## config.mk

```make
export PLATFORM = sky130hd
export DESIGN_NAME = pcm_uart_bridge
export DESIGN_NICKNAME = d
export VERILOG_FILES = /design/src/rtl/pcm_uart_bridge.sv
export SDC_FILE = /design/constraint.sdc
export NUM_CORES = 1
export LEC_CHECK = 0
export ABC_AREA = 1
export CAP_MARGIN = 20
export CORE_MARGIN = 10
export CORE_UTILIZATION = 34
export CTS_CLUSTER_SIZE = 16
export DETAILED_ROUTE_END_ITERATION = 8
export GPL_TIMING_DRIVEN = 1
export SETUP_SLACK_MARGIN = 0.15
export SYNTH_ARGS = -nofsm -noshare
export SYNTH_HDL_FRONTEND = slang
export SYNTH_SLANG_ARGS = --single-unit
```

## constraint.sdc

```tcl
create_clock -name clk -period 3.13 [get_ports clk]
set_clock_uncertainty 0.1 [all_clocks]
set_input_delay 0.313 -clock clk [delete_from_list [all_inputs] [get_ports clk]]
set_output_delay 0.313 -clock clk [all_outputs]
set_load 0.02 [all_outputs]
```

## src/rtl/pcm_uart_bridge.sv

```systemverilog
// -----------------------------------------------------------------------------
// pcm_uart_bridge
//
// Buffers 8-bit PCM samples from the mic decimator in a small FIFO and
// serialises them over a UART 8N1 link (LSB first, one start bit, one stop
// bit). Frames run back-to-back with no idle gap while the FIFO holds data.
//
// Parameters:
//   DIV        : clock cycles per UART bit (2..65535)
//   DEPTH_LOG2 : FIFO depth is 2**DEPTH_LOG2 entries
//
// Ports:
//   clk        in  : system clock
//   rst        in  : synchronous active-low reset
//   data_ready in  : one-cycle sample strobe from the decimator
//   data_in    in  : 8-bit PCM sample, valid with data_ready
//   uart_tx    out : serial line, idles high (registered)
//   fifo_level out : FIFO occupancy 0..2**DEPTH_LOG2 (registered)
//   overflow   out : sticky, set when a sample is dropped (registered)
//   busy       out : high while a frame is on the wire (registered)
//
// Optional feature (macro PCM_UART_FRAMING_EN):
//   When defined, a 0xFF header frame precedes every 32nd sample popped
//   (starting with the first after reset), and payload 0xFF is sent as 0xFE.
// -----------------------------------------------------------------------------
module pcm_uart_bridge #(
  parameter int DIV        = 16,
  parameter int DEPTH_LOG2 = 4
) (
  input  logic                  clk,
  input  logic                  rst,
  input  logic                  data_ready,
  input  logic [7:0]            data_in,
  output logic                  uart_tx,
  output logic [DEPTH_LOG2:0]   fifo_level,
  output logic                  overflow,
  output logic                  busy
);

  localparam int                  DEPTH      = 1 << DEPTH_LOG2;
  localparam logic [15:0]         DIV_LAST   = 16'(DIV - 1);
  localparam logic [DEPTH_LOG2:0] LEVEL_FULL = (DEPTH_LOG2 + 1)'(DEPTH);

  typedef enum logic [1:0] {
    S_IDLE  = 2'd0,
    S_START = 2'd1,
    S_DATA  = 2'd2,
    S_STOP  = 2'd3
  } state_t;

  // FSM and shifter registers
  state_t                r_state;
  logic [15:0]           r_timer;
  logic [2:0]            r_bit_idx;
  logic [7:0]            r_byte;

  // FIFO storage and bookkeeping
  logic [7:0]            r_mem [DEPTH];
  logic [DEPTH_LOG2-1:0] r_wr_ptr;
  logic [DEPTH_LOG2-1:0] r_rd_ptr;
  logic [DEPTH_LOG2:0]   r_level;
  logic                  r_overflow;

  // Registered line outputs
  logic                  r_tx;
  logic                  r_busy;

  // Combinational next-state / control
  state_t                w_state_nxt;
  logic [15:0]           w_timer_nxt;
  logic [2:0]            w_idx_nxt;
  logic                  w_tx_nxt;
  logic                  w_busy_nxt;
  logic                  w_empty;
  logic                  w_full;
  logic                  w_bit_last;
  logic                  w_launch;
  logic                  w_send_hdr;
  logic                  w_pop;
  logic                  w_push;
  logic                  w_drop;
  logic [7:0]            w_head;
  logic [7:0]            w_load_byte;

`ifdef PCM_UART_FRAMING_EN
  logic [4:0]            r_samp_cnt;
  logic                  r_hdr_sent;
`endif

  assign w_empty    = (r_level == '0);
  assign w_full     = (r_level == LEVEL_FULL);
  assign w_bit_last = (r_timer == DIV_LAST);
  assign w_head     = r_mem[r_rd_ptr];

  // A new frame may start from IDLE or on the final stop-bit cycle, but only
  // when the FIFO already holds data (a same-cycle push is never bypassed).
  assign w_launch = ((r_state == S_IDLE) || ((r_state == S_STOP) && w_bit_last)) && !w_empty;

`ifdef PCM_UART_FRAMING_EN
  // The header frame uses a launch slot without consuming a FIFO entry; the
  // sample it announces is popped at the following launch.
  assign w_send_hdr  = w_launch && (r_samp_cnt == 5'd0) && !r_hdr_sent;
  assign w_pop       = w_launch && !w_send_hdr;
  assign w_load_byte = w_send_hdr ? 8'hFF : ((w_head == 8'hFF) ? 8'hFE : w_head);
`else
  assign w_send_hdr  = 1'b0;
  assign w_pop       = w_launch;
  assign w_load_byte = w_head;
`endif

  // A full FIFO still accepts a sample when an entry leaves in the same cycle.
  assign w_push = data_ready && (!w_full || w_pop);
  assign w_drop = data_ready && !w_push;

  // FSM state register together with the bit timer and bit index
  always_ff @(posedge clk) begin
    if (!rst) begin
      r_state   <= S_IDLE;
      r_timer   <= 16'd0;
      r_bit_idx <= 3'd0;
    end else begin
      r_state   <= w_state_nxt;
      r_timer   <= w_timer_nxt;
      r_bit_idx <= w_idx_nxt;
    end
  end

  // FSM next-state logic
  always_comb begin
    w_state_nxt = r_state;
    w_timer_nxt = r_timer;
    w_idx_nxt   = r_bit_idx;
    case (r_state)
      S_IDLE: begin
        w_timer_nxt = 16'd0;
        w_idx_nxt   = 3'd0;
        if (w_launch) begin
          w_state_nxt = S_START;
        end else begin
          w_state_nxt = S_IDLE;
        end
      end
      S_START: begin
        if (w_bit_last) begin
          w_state_nxt = S_DATA;
          w_timer_nxt = 16'd0;
          w_idx_nxt   = 3'd0;
        end else begin
          w_timer_nxt = r_timer + 16'd1;
        end
      end
      S_DATA: begin
        if (w_bit_last) begin
          w_timer_nxt = 16'd0;
          if (r_bit_idx == 3'd7) begin
            w_state_nxt = S_STOP;
            w_idx_nxt   = 3'd0;
          end else begin
            w_idx_nxt   = r_bit_idx + 3'd1;
          end
        end else begin
          w_timer_nxt = r_timer + 16'd1;
        end
      end
      S_STOP: begin
        if (w_bit_last) begin
          w_timer_nxt = 16'd0;
          if (w_launch) begin
            w_state_nxt = S_START;
          end else begin
            w_state_nxt = S_IDLE;
          end
        end else begin
          w_timer_nxt = r_timer + 16'd1;
        end
      end
      default: begin
        w_state_nxt = S_IDLE;
        w_timer_nxt = 16'd0;
        w_idx_nxt   = 3'd0;
      end
    endcase
  end

  // FSM output logic, decoded from the next state so the registered line
  // level lines up with the state it belongs to
  always_comb begin
    w_tx_nxt   = 1'b1;
    w_busy_nxt = 1'b0;
    case (w_state_nxt)
      S_IDLE: begin
        w_tx_nxt   = 1'b1;
        w_busy_nxt = 1'b0;
      end
      S_START: begin
        w_tx_nxt   = 1'b0;
        w_busy_nxt = 1'b1;
      end
      S_DATA: begin
        w_tx_nxt   = r_byte[w_idx_nxt];
        w_busy_nxt = 1'b1;
      end
      S_STOP: begin
        w_tx_nxt   = 1'b1;
        w_busy_nxt = 1'b1;
      end
      default: begin
        w_tx_nxt   = 1'b1;
        w_busy_nxt = 1'b0;
      end
    endcase
  end

  // Output registers and the byte being shifted out
  always_ff @(posedge clk) begin
    if (!rst) begin
      r_tx   <= 1'b1;
      r_busy <= 1'b0;
      r_byte <= 8'h00;
    end else begin
      r_tx   <= w_tx_nxt;
      r_busy <= w_busy_nxt;
      if (w_launch) begin
        r_byte <= w_load_byte;
      end else begin
        r_byte <= r_byte;
      end
    end
  end

  // FIFO storage; contents need no reset since the level gates every read
  always_ff @(posedge clk) begin
    if (w_push) begin
      r_mem[r_wr_ptr] <= data_in;
    end
  end

  // FIFO pointers, occupancy counter and sticky overflow flag
  always_ff @(posedge clk) begin
    if (!rst) begin
      r_wr_ptr   <= '0;
      r_rd_ptr   <= '0;
      r_level    <= '0;
      r_overflow <= 1'b0;
    end else begin
      if (w_push) begin
        r_wr_ptr <= r_wr_ptr + 1'b1;
      end
      if (w_pop) begin
        r_rd_ptr <= r_rd_ptr + 1'b1;
      end
      case ({w_push, w_pop})
        2'b10:   r_level <= r_level + 1'b1;
        2'b01:   r_level <= r_level - 1'b1;
        default: r_level <= r_level;
      endcase
      if (w_drop) begin
        r_overflow <= 1'b1;
      end
    end
  end

`ifdef PCM_UART_FRAMING_EN
  // Header bookkeeping: counts popped samples modulo 32
  always_ff @(posedge clk) begin
    if (!rst) begin
      r_samp_cnt <= 5'd0;
      r_hdr_sent <= 1'b0;
    end else if (w_send_hdr) begin
      r_hdr_sent <= 1'b1;
    end else if (w_pop) begin
      r_hdr_sent <= 1'b0;
      r_samp_cnt <= r_samp_cnt + 5'd1;
    end
  end
`endif

  assign uart_tx    = r_tx;
  assign busy       = r_busy;
  assign fifo_level = r_level;
  assign overflow   = r_overflow;

endmodule

```

# After elaboration in Yosys (flattened, before gate mapping)
# Memory sizes are Yosys's and may differ from the RTL's. A register that Yosys moved wholly into a read port is not among the register bits.
# Index checks and enable logic that the tools add are counted.
[word_totals]
ff_bits = 37
ram_bits = 128
input_bits = 11
out_inout_bits = 8
word_cells = 64
n_memories = 1
[classes]
addsub = 6
magnitude_cmp = 1
n_eq_ne = 11
mux = 19
reduce_logical = 17
[memory_table]
columns = ["memory", "words", "word_bits", "read_ports", "rd_ports_with_merged_regs", "wr", "line", "source"]
rows = [
  ["r_mem", 16, 8, 1, 1, 1, "58", "logic [7:0] r_mem [DEPTH];"],
]
[op_table]
columns = ["operator", "count"]
rows = [
  ["case mux 16 bit (2 select lines)", 1],
  ["adder 16 x 1 -> 16 bit (second input constant)", 1],
  ["== test 16 x 4 -> 1 bit (second input constant)", 1],
  ["two-way mux 16 bit", 1],
  ["== test 2 bit (second input constant)", 5],
  ["case mux 5 bit (2 select lines)", 1],
  ["two-way mux 3 bit", 3],
  ["case mux 3 bit (3 select lines)", 1],
  ["adder 4 x 1 -> 4 bit (second input constant)", 2],
  ["two-way mux 2 bit", 4],
  ["case mux 2 bit (4 select lines)", 1],
  ["== test 2 x 1 -> 1 bit (second input constant)", 3],
  ["OR reduction 3 bit", 2],
  ["adder 5 x 1 -> 5 bit (second input constant)", 1],
  ["== test 5 bit (second input constant)", 1],
  ["zero test 5 bit", 1],
  ["subtractor 5 x 1 -> 5 bit (second input constant)", 1],
  ["logical AND 1 bit", 4],
  ["zero test 1 bit", 4],
  ["zero test 2 bit", 2],
  ["less-than comparator 3 x 4 -> 1 bit (second input constant)", 1],
  ["two-way mux 1 bit", 4],
  ["adder 3 x 1 -> 3 bit (second input constant)", 1],
  ["binary-select mux 1 bit (select 3 bit)", 1],
  ["other kinds (6)", 7],
]

# Logic depth before layout (Yosys ltp)
# Gate-level depths: netlist of the first run.
[depth]
depth_word = 10
depth_mapped = 18
mapped_depth_nobuf = 18

# Worst setup path after synthesis of the first run
# OpenSTA, ideal clock, no wires.
[synth_timing]
kind = "reg-to-reg"
from = "register r_timer[0]"
to = "register r_level[4] (netlist: fifo_level[4])"
setup_ns = 0.070
t_arrival_ns = 2.656
required_time_ns = 2.960
path_slack_ns = 0.304
path_stages_with_launch = 19
path_buffers = 1
period_less_slack_ns = 2.826
path_cell_list = "dfxtp_1 ha_1 nand3_2 nor2_2 nand2_2 o21ai_2 inv_2 nor2_4 buf_2 ha_1 inv_1 fa_1 inv_1 a31oi_1 inv_1 o21ai_0 a21oi_1 o21ai_0 a21oi_1"
[synth_via]
elab_chain_len = 8
elab_cells_between_ends = 10
cone_classes = "eq/ne: 3; mux: 1; reduce/logical: 6"
[synth_lines]
columns = ["item", "line", "source"]
rows = [
  ["start, declared", "53", "logic [15:0] r_timer;"],
  ["start signal, assigned", "123", "r_timer <= w_timer_nxt;"],
  ["== test 16 x 4 -> 1 bit *", "92", "assign w_bit_last = (r_timer == DIV_LAST);"],
  ["logical AND 1 bit *", "97", "assign w_launch = ((r_state == S_IDLE) || ((r_state == S_STOP) && w_bit_last)) && !w_empty;"],
  ["logical OR 1 bit *", "97", ""],
  ["logical AND 1 bit *", "97", ""],
  ["via w_launch", "77", "logic w_launch;"],
  ["logical OR 1 bit", "112", "assign w_push = data_ready && (!w_full || w_pop);"],
  ["logical AND 1 bit", "112", ""],
  ["== test 2 x 1 -> 1 bit / == test 2 bit (equally long branches)", "252", "case ({w_push, w_pop})"],
  ["case mux 5 bit (2 select lines) / nonzero test 2 bit (equally long branches)", "-", ""],
  ["end signal, assigned", "253", "2'b10: r_level <= r_level + 1'b1;"],
  ["end signal, assigned", "254", "2'b01: r_level <= r_level - 1'b1;"],
  ["end signal, assigned", "255", "default: r_level <= r_level;"],
  ["end, declared", "61", "logic [DEPTH_LOG2:0] r_level;"],
]
# The timed path passes the listed nets; every way through them passes the cells marked *.
# A chain may end at the register's enable or synchronous reset.

# Worst setup path after layout of the first run
[layout_timing]
from = "register r_timer[1]"
to = "register r_level[4] (netlist: fifo_level[4])"
[layout_via]
elab_chain_len = 8
elab_cells_between_ends = 10
cone_classes = "eq/ne: 3; mux: 1; reduce/logical: 6"
[layout_lines]
columns = ["item", "line"]
rows = [
  ["== test 16 x 4 -> 1 bit *", "92"],
  ["logical AND 1 bit *", "97"],
  ["logical OR 1 bit *", "97"],
  ["logical AND 1 bit *", "97"],
  ["logical OR 1 bit", "112"],
  ["logical AND 1 bit", "112"],
  ["== test 2 x 1 -> 1 bit / == test 2 bit (equally long branches)", "252"],
  ["case mux 5 bit (2 select lines) / nonzero test 2 bit (equally long branches)", "-"],
]
# Every way passes the cells marked *; elsewhere a longest branch is shown, timed or not.

==> results of run 1 <==
-- final timing paths --
path / endpoint / cells after the start / start
setup reg to reg: fifo_level[4] / 18 / r_timer[1]
setup / recovery: fifo_level[4] / 18 / r_timer[1]
hold reg to reg: r_timer[0] / 1 / r_timer[0]
hold / removal: r_timer[0] / 1 / r_timer[0]
-- stage by stage --
step | setup WS (ns) | cell area, sq um | power (mW) | std cells
2_1_floorplan | 0.304 | 7260 | 3.90 | 632
3_3_place_gp | 0.269 | 7870 | 4.40 | 922
3_5_place_dp | 0.203 | 7870 | 4.42 | 922
4_1_cts | 0.189 | 8500 | 6.69 | 953
5_1_grt | 0.161 | 8520 | 7.01 | 953
6_report | 0.380 | 8520 | 6.64 | 953
-- placed cells by master (no fill, tap or decap), types with 3 or more instances in the layout --
cell type        Yosys  layout
nand2_1             43      43
o211ai_1            13      13
buf_4                1      22
clkbuf_16            0      17
clkinv_1             2       3
a31oi_1              9       9
nand3_1             19      19
nor3b_1              3       3
mux2i_1             19      19
dfxtp_1             45      42
o221ai_1            19      19
bufinv_16            0       4
xnor2_1              4       4
inv_1               48      48
dfxtp_2              0       3
nor2_1             109     109
inv_6                0       4
ha_1                15      13
o21ai_0             61      61
nand2_2              4       4
a21oi_1             21      21
edfxtp_1           128     128
clkdlybuf4s50_1      0      18
nand4_1              4       4
o32ai_1             13      13
-- per-layer routing --
layer,global-route usage,part of all wire,vias to the layer above,wire length (microns)
met5,0,0,-,0
met1,0.153,0.47,2251,7330
met4,0.0308,0.011,0,169
met3,0.0324,0.055,21,844
met2,0.170,0.46,96,7090
li1,-,-,2330,-
-- sequential cells by signal, indices dropped and copies added, names as in the netlist --
signal / cells
busy: 1
r_wr_ptr: 4
fifo_level: 5
r_byte: 8
r_bit_idx: 3
r_mem: 128
r_rd_ptr: 4
r_timer: 16
uart_tx: 1
overflow: 1
r_state: 2
-- worst reg2reg max path: stages (launching register included) --
cell and delay (ns):
dfxtp_1 0.36, ha_2 0.21, nand3_2 0.13, nor2_4 0.14, nand2_2 0.09, o21ai_2 0.14, inv_2 0.07, nand2_2 0.08
nand2_4 0.08, ha_4 0.19, ha_1 0.31, nand2_1 0.08, nand2_1 0.05, a31oi_1 0.13, inv_1 0.06, o21ai_0 0.15
a21oi_1 0.07, o21ai_0 0.14, a21oi_1 0.05
-- cells by family after synthesis --
family | count (synthesis)
buffers and inverters | 80
AOI/OAI and AO/OA | 142
and+or+nand+nor | 197
adders and majority gates | 16
DFF | 173
xor gates and xnor gates | 5
muxes | 19
-- cell usage after synthesis (2+ instances only) --
master / n / share of area
xnor2_1: 4 / 0.0048
edfxtp_1: 128 / 0.53
o21ai_0: 61 / 0.042
nand2_2: 4 / 0.0034
clkbuf_1: 17 / 0.0088
o21ai_1: 2 / 0.0014
nor3b_1: 3 / 0.0031
nor2_1: 109 / 0.056
a21oi_1: 21 / 0.014
a31oi_1: 9 / 0.0078
nand3b_1: 2 / 0.0021
o211ai_1: 13 / 0.013
mux2i_1: 19 / 0.026
o32ai_1: 13 / 0.016
ha_1: 15 / 0.026
nor2_2: 3 / 0.0026
clkinv_1: 2 / 0.0010
nand2_4: 2 / 0.0031
o221ai_1: 19 / 0.023
inv_2: 2 / 0.0010
dfxtp_1: 45 / 0.12
o21ai_2: 2 / 0.0024
nand3_1: 19 / 0.013
buf_1: 2 / 0.0010
nor3_2: 2 / 0.0028
inv_1: 48 / 0.025
buf_2: 6 / 0.0041
nand2_1: 43 / 0.022
nand4_1: 4 / 0.0034
-- timing repair --
| action | in CTS | in global routing |
|---|---|---|
| resized for setup | 0 | 5 |
| endpoints found under the hold margin | 0 | 0 |
| setup endpoints to repair | 0 | 2 |
| hold buffers | 0 | 0 |
-- layout make-up --
type	count	area [sq um]	area share
clock inverters	14	204	0.0239
well taps	275	344	0.0404
repair buffers	42	385	0.0452
inverters	53	200	0.0235
multi-input cells	379	2210	0.260
clock buffers	17	425	0.0499
flip-flops and latches	173	4750	0.557
-- power by group through the flow --
stage / combinational [mW] / sequential [mW] / clock [mW]
detailed placement: 1.64 / 2.77 / 0
CTS: 1.65 / 2.72 / 2.31
floorplan: 1.14 / 2.76 / 0
finish: 1.65 / 2.72 / 2.27
global route: 1.86 / 2.74 / 2.41
global placement: 1.63 / 2.77 / 0
==> metrics.md, run 1 <==
| Metric | Value |
|---|---|
| Pin slew with the least headroom to its limit | `~0.67 ns` |
| Net Sw Frac | `0.312` |
| Top_reg_cell synth | `edfxtp_1` |
| CP Capture Type | `register` |
| Chip Width | `around 170 microns` |
| Buf/Inv on CP | `2` |
| Slowest stage delay, CP | `between 0.3 and 0.4 ns` |
| Slew margin rel. | `0.549` |
| Worst endpoint required time | `between 3 and 4 ns` |
| Pint | `4.57 mW` |
| Max Freq | `about 360 MHz` |
| Layout cell share with drive strength beyond 1 | `0.117` |
| Sequential area share after synthesis | `0.654` |
| Crit path time final | `around 2.7 ns` |
| Grt total ovfl | `0` |
| Total Wirelength | `between 15 and 20 mm` |
| Fin Setup TNS | `0 ns` |
| Full die area | `about 0.028 sq mm` |
| CORE AREA | `between 0.02 and 0.025 sq mm` |
| Cell chain of the critical path | `ha_2 -> nand3_2 -> nor2_4 -> nand2_2 -> o21ai_2 -> inv_2 -> nand2_2 -> nand2_4 -> ha_4 -> ha_1 -> nand2_1 -> nand2_1 -> a31oi_1 -> inv_1 -> o21ai_0 -> a21oi_1 -> o21ai_0 -> a21oi_1` |
| Clock buffer depth | `2` |
| Yosys warns | `0` |
| Crit path launch type | `register` |
| DRT antenna net count | `0` |
| # setup viols final | `0` |
| Fillers | `approximately 2000` |
| #FFs+latches synth | `~170` |
| Synth Area in Compound Gates | `0.122` |
| Drt via density | `roughly 4.9` |
| Setup bufs post-CTS | `0` |
| Largest family of logic cells by synthesized area | `compound AO/OA/AOI/OAI gates` |
| Vias in the first global route | `roughly 4500` |
| Leakage dissipation | `2.97 nW` |
| Mux contribution to synthesized area | `0.0262` |
| Starting Density | `0.345` |
| Area delta synth->final | `17.4%` |
| Dpl hpwl | `approximately 10 mm` |
| Num CTS Buffers | `17` |
| Final hold viol count | `0` |
| Simple-Gate Fraction of Synth Area | `0.119` |
| Outcome | `finished clean` |
| # DRC | `0` |
| Power Density | `779 mW/mm^2` |
| Site row count | `53` |
| Synth Area in XOR/XNOR | `0.00603` |
| Gpl congestion | `approximately 0.75` |
| Root Buffer | `clkbuf_16` |
| Worst path slowest cell | `dfxtp_1` |
| FFs w/ async S/R, synth | `0` |
| IO Port Bufs | `18` |
| Fin nets | `693` |
| Clock Power Share | `0.341` |
| Final Util | `0.405` |
| Hold Crit Class | `reg2reg` |
| Largest net degree at the start of global routing | `~70` |
| First-pass GRT wire length | `~25 mm` |
| Number of flops mapped to enable cells by yosys | `around 130` |
| Gate power share | `0.248` |
| H-tree lvl count | `4` |
| P_sw | `roughly 2.1 mW` |
| Number of max-cap violations | `0` |
| Unrepaired setup endpoints after global routing | `no` |
| Die Ht | `166 microns` |
| DR WL/cell | `roughly 16 microns` |
| Arr. time, crit path | `roughly 3.0 ns` |
| Worst VDD drop | `about 0.37 mV` |
| All-Layer GR Usage | `0.112` |
| Synth Instances | `632` |
| Worst skew pair latency | `0.44 ns` |
| DRT iter0 DRCs | `about 360` |
| Final Max Tran Viols | `0` |
| Reg clk slew, reported paths | `roughly 0.07 ns` |
| WS Path Type | `reg2reg` |
| Total number of vias | `roughly 4700` |
| Syn Nets | `roughly 660` |
| # diodes | `0` |
| Post-route clock period utilization | `0.878` |
| Mapped cell area | `0.00726 sq mm` |
| Crit path max-delay family | `adder cells` |
| CTS tree | `yes` |
| Crit Path Max Fanout | `6` |
| Sink Count | `173` |
| Synth Area in Adders | `0.0286` |
| Flop pwr share | `0.410` |
| WHS | `0.334 ns` |
| Mean post-synth cell area | `11.5 sq um` |
| Initial antenna violation count | `0` |
| Synth unique cells | `42` |
| Worst reg-to-reg setup slack | `about 0.38 ns` |
| IO Pins | `19` |
| Drt first pass iters | `4` |
Note: power is estimated with default switching activity, not from simulation.
==> run 2: changes to the inputs <==
--- a/config.mk
+++ b/config.mk
@@ -7,11 +7,14 @@
 export LEC_CHECK = 0
 export ABC_AREA = 1
 export CAP_MARGIN = 20
+export CELL_PAD_IN_SITES_DETAIL_PLACEMENT = 0
+export CELL_PAD_IN_SITES_GLOBAL_PLACEMENT = 1
 export CORE_MARGIN = 10
 export CORE_UTILIZATION = 34
 export CTS_CLUSTER_SIZE = 16
 export DETAILED_ROUTE_END_ITERATION = 8
 export GPL_TIMING_DRIVEN = 1
+export PLACE_DENSITY_LB_ADDON = 0.1
 export SETUP_SLACK_MARGIN = 0.15
 export SYNTH_ARGS = -nofsm -noshare
 export SYNTH_HDL_FRONTEND = slang
==> run 2 against run 1 <==
First-iteration DRC count down 3.4%. Sequential share of layout area up 0.27 points. Die area unchanged. Routed wire length up 9.0%. Core utilization down 0.18 points. Critical path depth down 1.
==> metrics.md, run 2 (synthesis gave the netlist of run 1 again) <==
| Metric | Value |
|---|---|
| Outcome | `finished clean` |
| Critical Path Source | `r_timer[0]` |
| Layout cell share with drive strength beyond 1 | `0.123` |
| Crit path time final | `between 2 and 3 ns` |
| Commonest cells after routing, fill and taps aside | `edfxtp_1 (128), nor2_1 (109), o21ai_0 (61), inv_1 (48), nand2_1 (43)` |
| Worst skew pair latency | `0.43 ns` |
| Hold_sp | `r_timer[0]` |
| All-Layer GR Usage | `0.121` |
| CP Capture Type | `register` |
| Worst endpoint required time | `roughly 3.4 ns` |
| WHS | `between 0.3 and 0.4 ns` |
| Gpl congestion | `0.727` |
| Unrepaired setup endpoints after global routing | `no` |
| Arr. time, crit path | `~3.0 ns` |
| Power Density | `between 700 and 800 mW/mm^2` |
| Starting Density | `0.345` |
| Largest net degree at the start of global routing | `69` |
| Full die area | `about 0.028 sq mm` |
| # diodes | `0` |
| Clock buffer depth | `2` |
| Initial antenna violation count | `0` |
| Reg-to-reg endpoint | `fifo_level[4]` |
| Final hold viol count | `0` |
| Drt first pass iters | `4` |
| Fin nets | `between 600 and 700` |
| Pin slew with the least headroom to its limit | `approximately 0.69 ns` |
| # setup viols final | `0` |
| Largest registers | `r_mem: 128 flops, r_timer: 16 flops, r_byte: 8 flops` |
| Total number of vias | `between 4000 and 5000` |
| Hold Buf Count CTS | `0` |
| Die Ht | `between 150 and 200 microns` |
| Vias in the first global route | `between 4000 and 5000` |
| CORE AREA | `between 0.02 and 0.025 sq mm` |
| Site row count | `53` |
| Hold depth | `1` |
| Reg with most FFs | `r_mem` |
| IO Port Bufs | `18` |
| Drt via density | `just under 5` |
| Grt total ovfl | `0` |
| H-tree lvl count | `4` |
| DRT antenna net count | `0` |
| Worst reg-to-reg setup slack | `about 0.36 ns` |
| Slew margin rel. | `0.537` |
| Chip Width | `around 170 microns` |
| Max FFs per register | `between 100 and 150` |
| Post-route clock period utilization | `0.886` |
| DRT iter0 DRCs | `approximately 350` |
| Total Wirelength | `about 17 mm` |
| Crit Path Max Fanout | `6` |
| Sink Count | `about 170` |
| Commonest non-fill, non-tap cell in the layout | `edfxtp_1` |
| Worst VDD drop | `0.395 mV` |
| R2R depth | `17` |
| Dpl hpwl | `between 10 and 15 mm` |
| Final Util | `0.404` |
| First-pass GRT wire length | `about 26 mm` |
| Crit path launch type | `register` |
| Area delta synth->final | `16.9%` |
| Root Buffer | `clkbuf_16` |
| RR Startpoint | `r_timer[0]` |
| IO Pins | `19` |
| Fin Setup TNS | `0 ns` |
| CTS tree | `yes` |
| Num CTS Buffers | `17` |
| Final Max Tran Viols | `0` |
| Leakage dissipation | `between 2 and 3 nW` |
| Number of max-cap violations | `0` |
| Max Freq | `between 300 and 400 MHz` |
| WS Path Type | `reg2reg` |
| Hold Crit Class | `reg2reg` |
| Reg clk slew, reported paths | `0.06 ns` |
| Worst Hold End | `r_timer[0]` |
| # DRC | `0` |
| Tot Pwr | `~6.4 mW` |
| DR WL/cell | `17.6 microns` |
-- run 2: cell count changes in the layout (fill, tap and decap cells not counted), moves of 2 or more --
cell        before  now
buf_4           22   24
bufinv_16        4    0
clkinvlp_4       0    3
inv_6            4    6
-- run 2: how the worst max path moves through the flow --
stage / end / slack (ns) / cells past startpoint
global route: fifo_level[4] / 0.13 / 17
CTS: fifo_level[4] / 0.16 / 18
finish: fifo_level[4] / 0.36 / 17
detailed placement: fifo_level[4] / 0.17 / 18
global placement: fifo_level[4] / 0.23 / 18
floorplan: fifo_level[4] / 0.30 / 18
-- run 2: layout make-up --
| class | count | area, sq um |
|---|---|---|
| Fill cell | 1978 | 12500 |
| Sequential cell | 173 | 4750 |
| Multi-Input combinational cell | 379 | 2220 |
| Clock buffer | 18 | 429 |
| Timing Repair Buffer | 45 | 420 |
| Tap cell | 275 | 344 |
| Inverter | 53 | 200 |
| Clock inverter | 13 | 123 |
-- run 2: per-layer routing --
| layer | part of all wire | vias to the layer above | global-route usage | wire (microns) |
|---|---|---|---|---|
| met5 | 0 | - | 0 | 0 |
| met4 | 0.0096 | 0 | 0.0404 | 161 |
| met3 | 0.040 | 15 | 0.0237 | 667 |
| met2 | 0.46 | 87 | 0.186 | 7670 |
| met1 | 0.49 | 2280 | 0.167 | 8310 |
| li1 | - | 2346 | - | - |
-- run 2: timing repair --
| item | in CTS | in global routing |
|---|---|---|
| endpoints found under the setup margin | 0 | 2 |
| buffers inserted | 0 | 1 |
| resized for setup | 0 | 6 |
| endpoints found under the hold margin | 0 | 0 |
-- run 2: critical path, cell delays in order (launching register included) --
cell     delay, ns
dfxtp_2       0.36
ha_2          0.20
nand3_2       0.12
nor2_4        0.14
nand2_2       0.10
o21ai_2       0.14
inv_2         0.07
nor2_4        0.09
ha_2          0.26
inv_1         0.07
fa_1          0.40
inv_1         0.07
a31oi_1       0.08
inv_1         0.08
o21ai_0       0.07
a21oi_1       0.15
o21ai_0       0.09
a21oi_1       0.12
-- run 2: through the flow --
stage	std cells	setup slack, ns	cell area [sq um]
floorplan	632	0.304	7260
global placement	924	0.227	7900
detailed placement	924	0.175	7900
CTS	955	0.156	8450
global route	956	0.131	8480
finish	956	0.356	8480
-- run 2: where the power goes --
| group | internal (mW) | switching, mW |
|---|---|---|
| combinational | 0.635 | 1.07 |
| clock | 1.04 | 0.939 |
| sequential | 2.60 | 0.130 |
